**config.mk**
```make
export PLATFORM = sky130hd
export DESIGN_NAME = pipe_hazard_ctrl
export DESIGN_NICKNAME = d
export VERILOG_FILES = /design/src/rtl/pipe_hazard_ctrl.sv
export SDC_FILE = /design/constraint.sdc
export NUM_CORES = 1
export LEC_CHECK = 0
export ABC_AREA = 1
export BUFFER_PORTS_ARGS = -buffer_cell sky130_fd_sc_hd__clkbuf_2
export CORE_MARGIN = 2
export CORE_UTILIZATION = 44
export DETAILED_ROUTE_END_ITERATION = 12
export GPL_ROUTABILITY_DRIVEN = 0
export PLACE_DENSITY = 0.74
export SLEW_MARGIN = 10
export SYNTH_ARGS = -nofsm -noshare
export SYNTH_HDL_FRONTEND = slang
export SYNTH_SLANG_ARGS = --single-unit
```
**constraint.sdc**
```tcl
create_clock -name clk -period 1.45 [get_ports clk]
set_input_delay 0.29 -clock clk [delete_from_list [all_inputs] [get_ports clk]]
set_output_delay 0.29 -clock clk [all_outputs]
set_load 0.05 [all_outputs]
```
**src/rtl/pipe_hazard_ctrl.sv**
```systemverilog
// Stall/flush sequencer for the 5-stage pipeline: load-use, EX redirect, data-memory wait and HALT.
// Optional build macro PIPE_PERF_CNT_EN adds stall_cycles / flush_count performance counters.
module pipe_hazard_ctrl #(
    parameter int unsigned MEM_TIMEOUT = 15,
    parameter int unsigned REG_W       = 3
) (
    input  logic             clk,
    input  logic             rst,
    input  logic             idex_memrd,
    input  logic             idex_regwr,
    input  logic [REG_W-1:0] idex_rd,
    input  logic [REG_W-1:0] ifid_rs,
    input  logic [REG_W-1:0] ifid_rt,
    input  logic             ifid_rs_vld,
    input  logic             ifid_rt_vld,
    input  logic             ex_redirect,
    input  logic             mem_req,
    input  logic             mem_stall,
    input  logic             mem_done,
    input  logic             halt_in,
    output logic             pc_en,
    output logic             ifid_en,
    output logic             idex_en,
    output logic             exmem_en,
    output logic             memwb_en,
    output logic             ifid_flush,
    output logic             idex_flush,
    output logic             exmem_flush,
    output logic             memwb_flush,
    output logic             halted,
    output logic             mem_err
`ifdef PIPE_PERF_CNT_EN
    ,
    output logic [15:0]      stall_cycles,
    output logic [15:0]      flush_count
`endif
);

    localparam logic [1:0] ST_RUN     = 2'd0;
    localparam logic [1:0] ST_MEMWAIT = 2'd1;
    localparam logic [1:0] ST_HALT    = 2'd2;

    localparam logic [7:0] TIMEOUT_V = 8'(MEM_TIMEOUT);

    logic [1:0] state, state_nxt;
    logic [7:0] timer, timer_nxt;
    logic       err_nxt;
    logic       mem_hold;
    logic       load_use;
    logic       redirect_flush;

    assign mem_hold = mem_req & mem_stall & ~mem_done;
    assign load_use = idex_memrd & idex_regwr &
                      ((ifid_rs_vld & (ifid_rs == idex_rd)) |
                       (ifid_rt_vld & (ifid_rt == idex_rd)));

    always_comb begin
        pc_en          = 1'b1;
        ifid_en        = 1'b1;
        idex_en        = 1'b1;
        exmem_en       = 1'b1;
        memwb_en       = 1'b1;
        ifid_flush     = 1'b0;
        idex_flush     = 1'b0;
        exmem_flush    = 1'b0;
        memwb_flush    = 1'b0;
        redirect_flush = 1'b0;
        state_nxt      = state;
        timer_nxt      = timer;
        err_nxt        = mem_err;

        case (state)
            ST_RUN: begin
                if (halt_in) begin
                    {pc_en, ifid_en, idex_en, exmem_en, memwb_en} = '0;
                    state_nxt = ST_HALT;
                end else if (mem_hold) begin
                    {pc_en, ifid_en, idex_en, exmem_en} = '0;
                    memwb_flush = 1'b1;
                    timer_nxt   = 8'd1;
                    state_nxt   = ST_MEMWAIT;
                end else if (ex_redirect) begin
                    ifid_flush     = 1'b1;
                    idex_flush     = 1'b1;
                    redirect_flush = 1'b1;
                end else if (load_use) begin
                    pc_en      = 1'b0;
                    ifid_en    = 1'b0;
                    idex_flush = 1'b1;
                end
            end
            ST_MEMWAIT: begin
                if (mem_done) begin
                    if (ex_redirect) begin
                        ifid_flush     = 1'b1;
                        idex_flush     = 1'b1;
                        redirect_flush = 1'b1;
                    end
                    timer_nxt = '0;
                    state_nxt = ST_RUN;
                end else begin
                    {pc_en, ifid_en, idex_en, exmem_en} = '0;
                    memwb_flush = 1'b1;
                    // Timeout compare uses the pre-increment value; timer saturates instead of wrapping.
                    if (timer == TIMEOUT_V) begin
                        err_nxt   = 1'b1;
                        state_nxt = ST_HALT;
                    end else if (timer != '1) begin
                        timer_nxt = timer + 8'd1;
                    end
                end
            end
            ST_HALT: begin
                {pc_en, ifid_en, idex_en, exmem_en, memwb_en} = '0;
            end
            default: begin
                state_nxt = ST_RUN;
                timer_nxt = '0;
            end
        endcase

        if (!rst) begin
            {pc_en, ifid_en, idex_en, exmem_en, memwb_en}     = '0;
            {ifid_flush, idex_flush, exmem_flush, memwb_flush} = '1;
            redirect_flush = 1'b0;
        end
    end

    assign halted = rst & (state == ST_HALT);

    always_ff @(posedge clk or negedge rst) begin
        if (!rst) begin
            state   <= ST_RUN;
            timer   <= '0;
            mem_err <= 1'b0;
        end else begin
            state   <= state_nxt;
            timer   <= timer_nxt;
            mem_err <= err_nxt;
        end
    end

`ifdef PIPE_PERF_CNT_EN
    logic stall_hit;

    assign stall_hit = ~pc_en & ((state == ST_RUN) | (state == ST_MEMWAIT));

    always_ff @(posedge clk or negedge rst) begin
        if (!rst) begin
            stall_cycles <= '0;
            flush_count  <= '0;
        end else begin
            if (stall_hit && stall_cycles != '1) stall_cycles <= stall_cycles + 16'd1;
            if (redirect_flush && flush_count != '1) flush_count <= flush_count + 16'd1;
        end
    end
`endif

endmodule

```
Word-level counts from Yosys, hierarchy flattened
Index checks and enable logic that the tools add are counted.
{"block": "word_totals", "memories": 0, "ff_bits": 11, "elab_cells": 73, "ramBits": 0, "romBits": 0, "input_bits": 20, "latch_bits": 0, "out_inout_bits": 11}
{"block": "classes", "n_bitwise": 10, "div": 0, "n_reduce_logical": 4, "eq_ne": 12, "n_mul": 0, "mux": 43, "shift": 0, "n_lt_le_gt_ge": 0, "addsub": 1}
{"op": "$mux 8", "n": 5}
{"op": "$mux 1", "n": 26}
{"op": "$pmux 8 s3", "n": 1}
{"op": "$ne 3x3->1 const B", "n": 4}
{"op": "$add 8x1->8 const B", "n": 1}
{"op": "$eq 8x4->1 const B", "n": 1}
{"op": "$mux 2", "n": 4}
{"op": "$ne 8x8->1 const B", "n": 1}
{"op": "$pmux 1 s2", "n": 4}
{"op": "$and 1x1->1", "n": 7}
{"op": "$eq 3x3->1", "n": 2}
{"op": "$pmux 1 s3", "n": 2}
{"op": "$pmux 2 s3", "n": 1}
{"op": "$reduce_and 3->1", "n": 2}
{"op": "$reduce_and 5->1", "n": 1}
{"op": "$ne 2x2->1 const B", "n": 2}
{"op": "$eq 2x1->1 const B", "n": 1}
{"op": "$eq 2x2->1 const B", "n": 1}
{"op": "$logic_not 2->1", "n": 1}
{"op": "$not 1->1", "n": 2}
{"op": "$or 1x1->1", "n": 1}

Logic depth before layout (Yosys ltp)
{"block": "logic_depth", "ltp_word": 10, "ltp_mapped": 10}

Least setup slack after synthesis
No wires, ideal clock.
{"block": "synth_timing", "path_kind": "register -> output", "from": "register state[0]", "to": "output port pc_en", "stages_incl_launch_ff": 7, "slack_ns": -1.211, "t_arrival_ns": 2.371, "path_cell_list": "dfrtp_1 > nor2_1 > nand3b_1 > a21oi_1 > nand2_1 > inv_1 > buf_4"}
{"block": "synth_via", "elab_chain_cells": 3}
{"item": "start: declaration", "line": "45", "source": "logic [1:0] state, state_nxt;"}
{"item": "start signal: assignment", "line": "137", "source": "state <= state_nxt;"}
{"item": "$eq 2x2->1, or another cell as far along"}
{"item": "$pmux 1 s3 *"}
{"item": "$mux 1 *"}
{"item": "end: declaration", "line": "21", "source": "output logic pc_en,"}
Every way passes the cells marked *; elsewhere a longest branch is shown, timed or not.

Worst setup path after layout
{"block": "layout_timing", "from": "register state[1]", "to": "output port idex_flush"}
{"block": "layout_via", "elab_chain_cells": 3}
{"item": "$eq 2x1->1 or $logic_not 2->1 (tied branches)", "line": "72", "source": "case (state)"}
{"item": "$pmux 1 s2 *", "line": "72"}
{"item": "$mux 1 *", "line": "122", "source": "if (!rst) begin"}
{"item": "end: declaration", "line": "27", "source": "output logic idex_flush,"}
Marks and branches as above.

==> flow_metrics.tcl <==
set metrics [dict create \
    p_per_area_mw_per_mm2 412 \
    cts_tree "yes" \
    core_mm2 0.00198 \
    pwr-share-comb_pct 22.3 \
    fin_skew_ns 0.00567 \
    vias_per_cell 5.33 \
    r2r_start "state[1]" \
    start_util_pct 47.0 \
    yosys.area.top_type "dfrtp_1" \
    grt_max_degree 13 \
    p_leak_nw 0.879 \
    rsz0062_at_grt "true" \
    layout_commonest_cell "nand2_1" \
    cts-buffers-inserted 3 \
    drcViolationCount 0 \
    worst-path-max-fanout 4 \
    first_pass_iters 5 \
    tightestPinTransition_ns 0.578 \
    ir_worst_vdd_mv 0.417 \
    clock-sinks 11 \
    r2r_slack_ns -0.06 \
    dieArea_mm2 0.00250 \
    synth.distinct_cells 19 \
    fmax_mhz 518 \
    grt_pass1_wl_um 4980 \
    hold_depth 5 \
    finalSetupViolations 19 \
    power.switching_uw 196 \
    crit_path_end_kind "primary output" \
    met1_length_um 1420 \
    ys_seq_area_share_pct 29.6 \
    holdCritPathClass "in2reg" \
    antenna_found_initial 0 \
    drv_slew 0 \
    violations "setup timing" \
    cts_max_level 1 \
    detail-route-antenna-nets 0 \
    nets 243 \
    postSynthNetCount 181 \
    start_kind "flop" \
    multiInputGateArea_um2 686 \
    period_minus_slack_ns 1.93 \
    synth_cells 160 \
    port_buffers 30 \
    ys_warn_count 0 \
    grt-ovfl-total 0 \
    insertedDiodeCount 0 \
    synth_top_area_share_pct 29.6 \
    clkTransAtPathRegs_ns 0.08 \
    status "finished with violations" \
    die_h_um 50.0 \
    wl_met2_um 1880 \
    drive_gt1_share_pct 43.0 \
    syn-cell-area_um2 931 \
    pwr-share-clk_pct 32.1 \
    routed_wirelength_um 3700 \
    sequentialPowerShare_pct 45.6 \
    drv_cap 0 \
    ys_seq_elements 11 \
    hpwlAfterDp_um 1870 \
    setup_slack_ns -0.482 \
    routedWlPerCell_um 14.9 \
    topRoutingLayerUsed "met4" \
    grt_pass1_vias 1219 \
    clock_latency_ns 0.27 \
    synth_area_leaders "dfrtp_1, nand2_1, inv_1, nor2_1, nand3_1" \
    rows 16 \
    register_area_um2 275 \
    cts_buffer_depth 2 \
    final-hold-violation-count 0 \
    ios 31 \
    cp.arrival_ns 1.64 \
    crit_end "idex_flush" \
    num_vias 1321 \
    critPathKind "reg2out" \
    syn_to_final_growth_pct 75.1 \
    clock-root-buffer "clkbuf_4" \
    critPathLaunch "state[1]" \
    hold_slack_ns 0.483 \
    crit_required_ns 1.16 \
    timing.rr.end "state[0]" \
    avgSynthCellArea_um2 5.82 \
    most-common-layout-cells "nand2_1, buf_4, inv_1, clkbuf_2, nor2_1" \
    grt_usage_pct 24.8 \
    final_util_pct 82.3 \
    finalCritPeriodShare_pct 133 \
    fill_cells 111 \
    slew_headroom_pct 61.4 \
    route.met3.wl_um 223 \
    r2r_cells 9 \
    die_w_um 50.0 \
    switching_share_pct 29.3 \
    hp-start "mem_done" \
    drt-initial-drc-count 73 \
    p_int_uw 475 \
]
## cell families after synthesis
group | after synthesis | share of synthesized area, %
AO/OA/AOI/OAI | 14 | 8.06
AND/OR/NAND/NOR | 104 | 47.3
buffers and inverters | 30 | 13.7
flip-flops | 11 | 29.6
adder cells (fa/ha/maj) | 1 | 1.34
## metrics by stage
stage          power (mW)  TNS, ns  worst slack, ns  area (µm²)  std cells
2_1_floorplan       0.374    -1.38           -0.532         961        160
3_3_place_gp        0.432   -0.640           -0.170        1240        231
3_5_place_dp        0.435    -1.05           -0.274        1240        231
4_1_cts             0.661    -2.44           -0.377        1460        243
5_1_grt             0.694    -4.51           -0.514        1630        248
6_report            0.671    -3.78           -0.482        1630        248
## cells in the mapped netlist
library cell  instances
a21oi_1               3
buf_4                 2
buf_6                 1
dfrtp_1              11
ha_1                  1
inv_1                25
inv_2                 2
nand2_1              62
nand2_2               1
nand3_1               9
nand3_2               2
nand3b_1              3
nand4_1               3
nor2_1               22
nor2_2                1
o21ai_0               2
o21ai_1               7
o21bai_1              2
or2_2                 1
## flip-flops by register name, indices dropped and copies added, names as in the netlist
name     count
timer        8
state        2
mem_err      1
## worst min-delay path by stage
stage,endpoint
detailed placement,mem_err
global route,timer[2]
global placement,timer[7]
floorplan,mem_err
finish,timer[2]
CTS,mem_err
## routing by layer
metal	vias to the layer above	GRT usage [%]
met5	-	0
met4	0	5.09
met3	25	3.03
met2	74	47.8
met1	602	28.5
li1	620	-
## worst max-delay path: stages (launching register included)
cell	delay [ns]
dfrtp_1	0.45
nor2_2	0.15
nand3b_1	0.19
buf_6	0.18
nand3b_1	0.16
nand2_2	0.08
buf_8	0.14
## cell type report
type | instances | share of cell area [%]
Sequential cell | 11 | 16.9
Multi-Input combinational cell | 120 | 42.1
Tap cell | 27 | 2.07
Inverter | 27 | 6.75
Timing Repair Buffer | 59 | 30.6
Clock buffer | 4 | 1.61
## power by group through the flow
| stage | combinational (mW) | clock (mW) | sequential (mW) |
|---|---|---|---|
| 2_1_floorplan | 0.0618 | 0 | 0.313 |
| 3_3_place_gp | 0.119 | 0 | 0.313 |
| 3_5_place_dp | 0.123 | 0 | 0.313 |
| 4_1_cts | 0.141 | 0.213 | 0.306 |
| 5_1_grt | 0.162 | 0.226 | 0.306 |
| 6_report | 0.150 | 0.215 | 0.306 |
## what timing repair did
| item | 4_1_cts | 5_1_grt |
|---|---|---|
| cloned | 0 | 1 |
| setup buffers | 8 | 6 |
| pin swaps | 4 | 4 |
| hold endpoints to repair | 11 | 0 |
| setup endpoints to repair | 9 | 19 |
| hold buffers | 1 | 0 |
| gates resized for setup | 31 | 37 |
No activity file was read; power rests on OpenSTA's default activity.
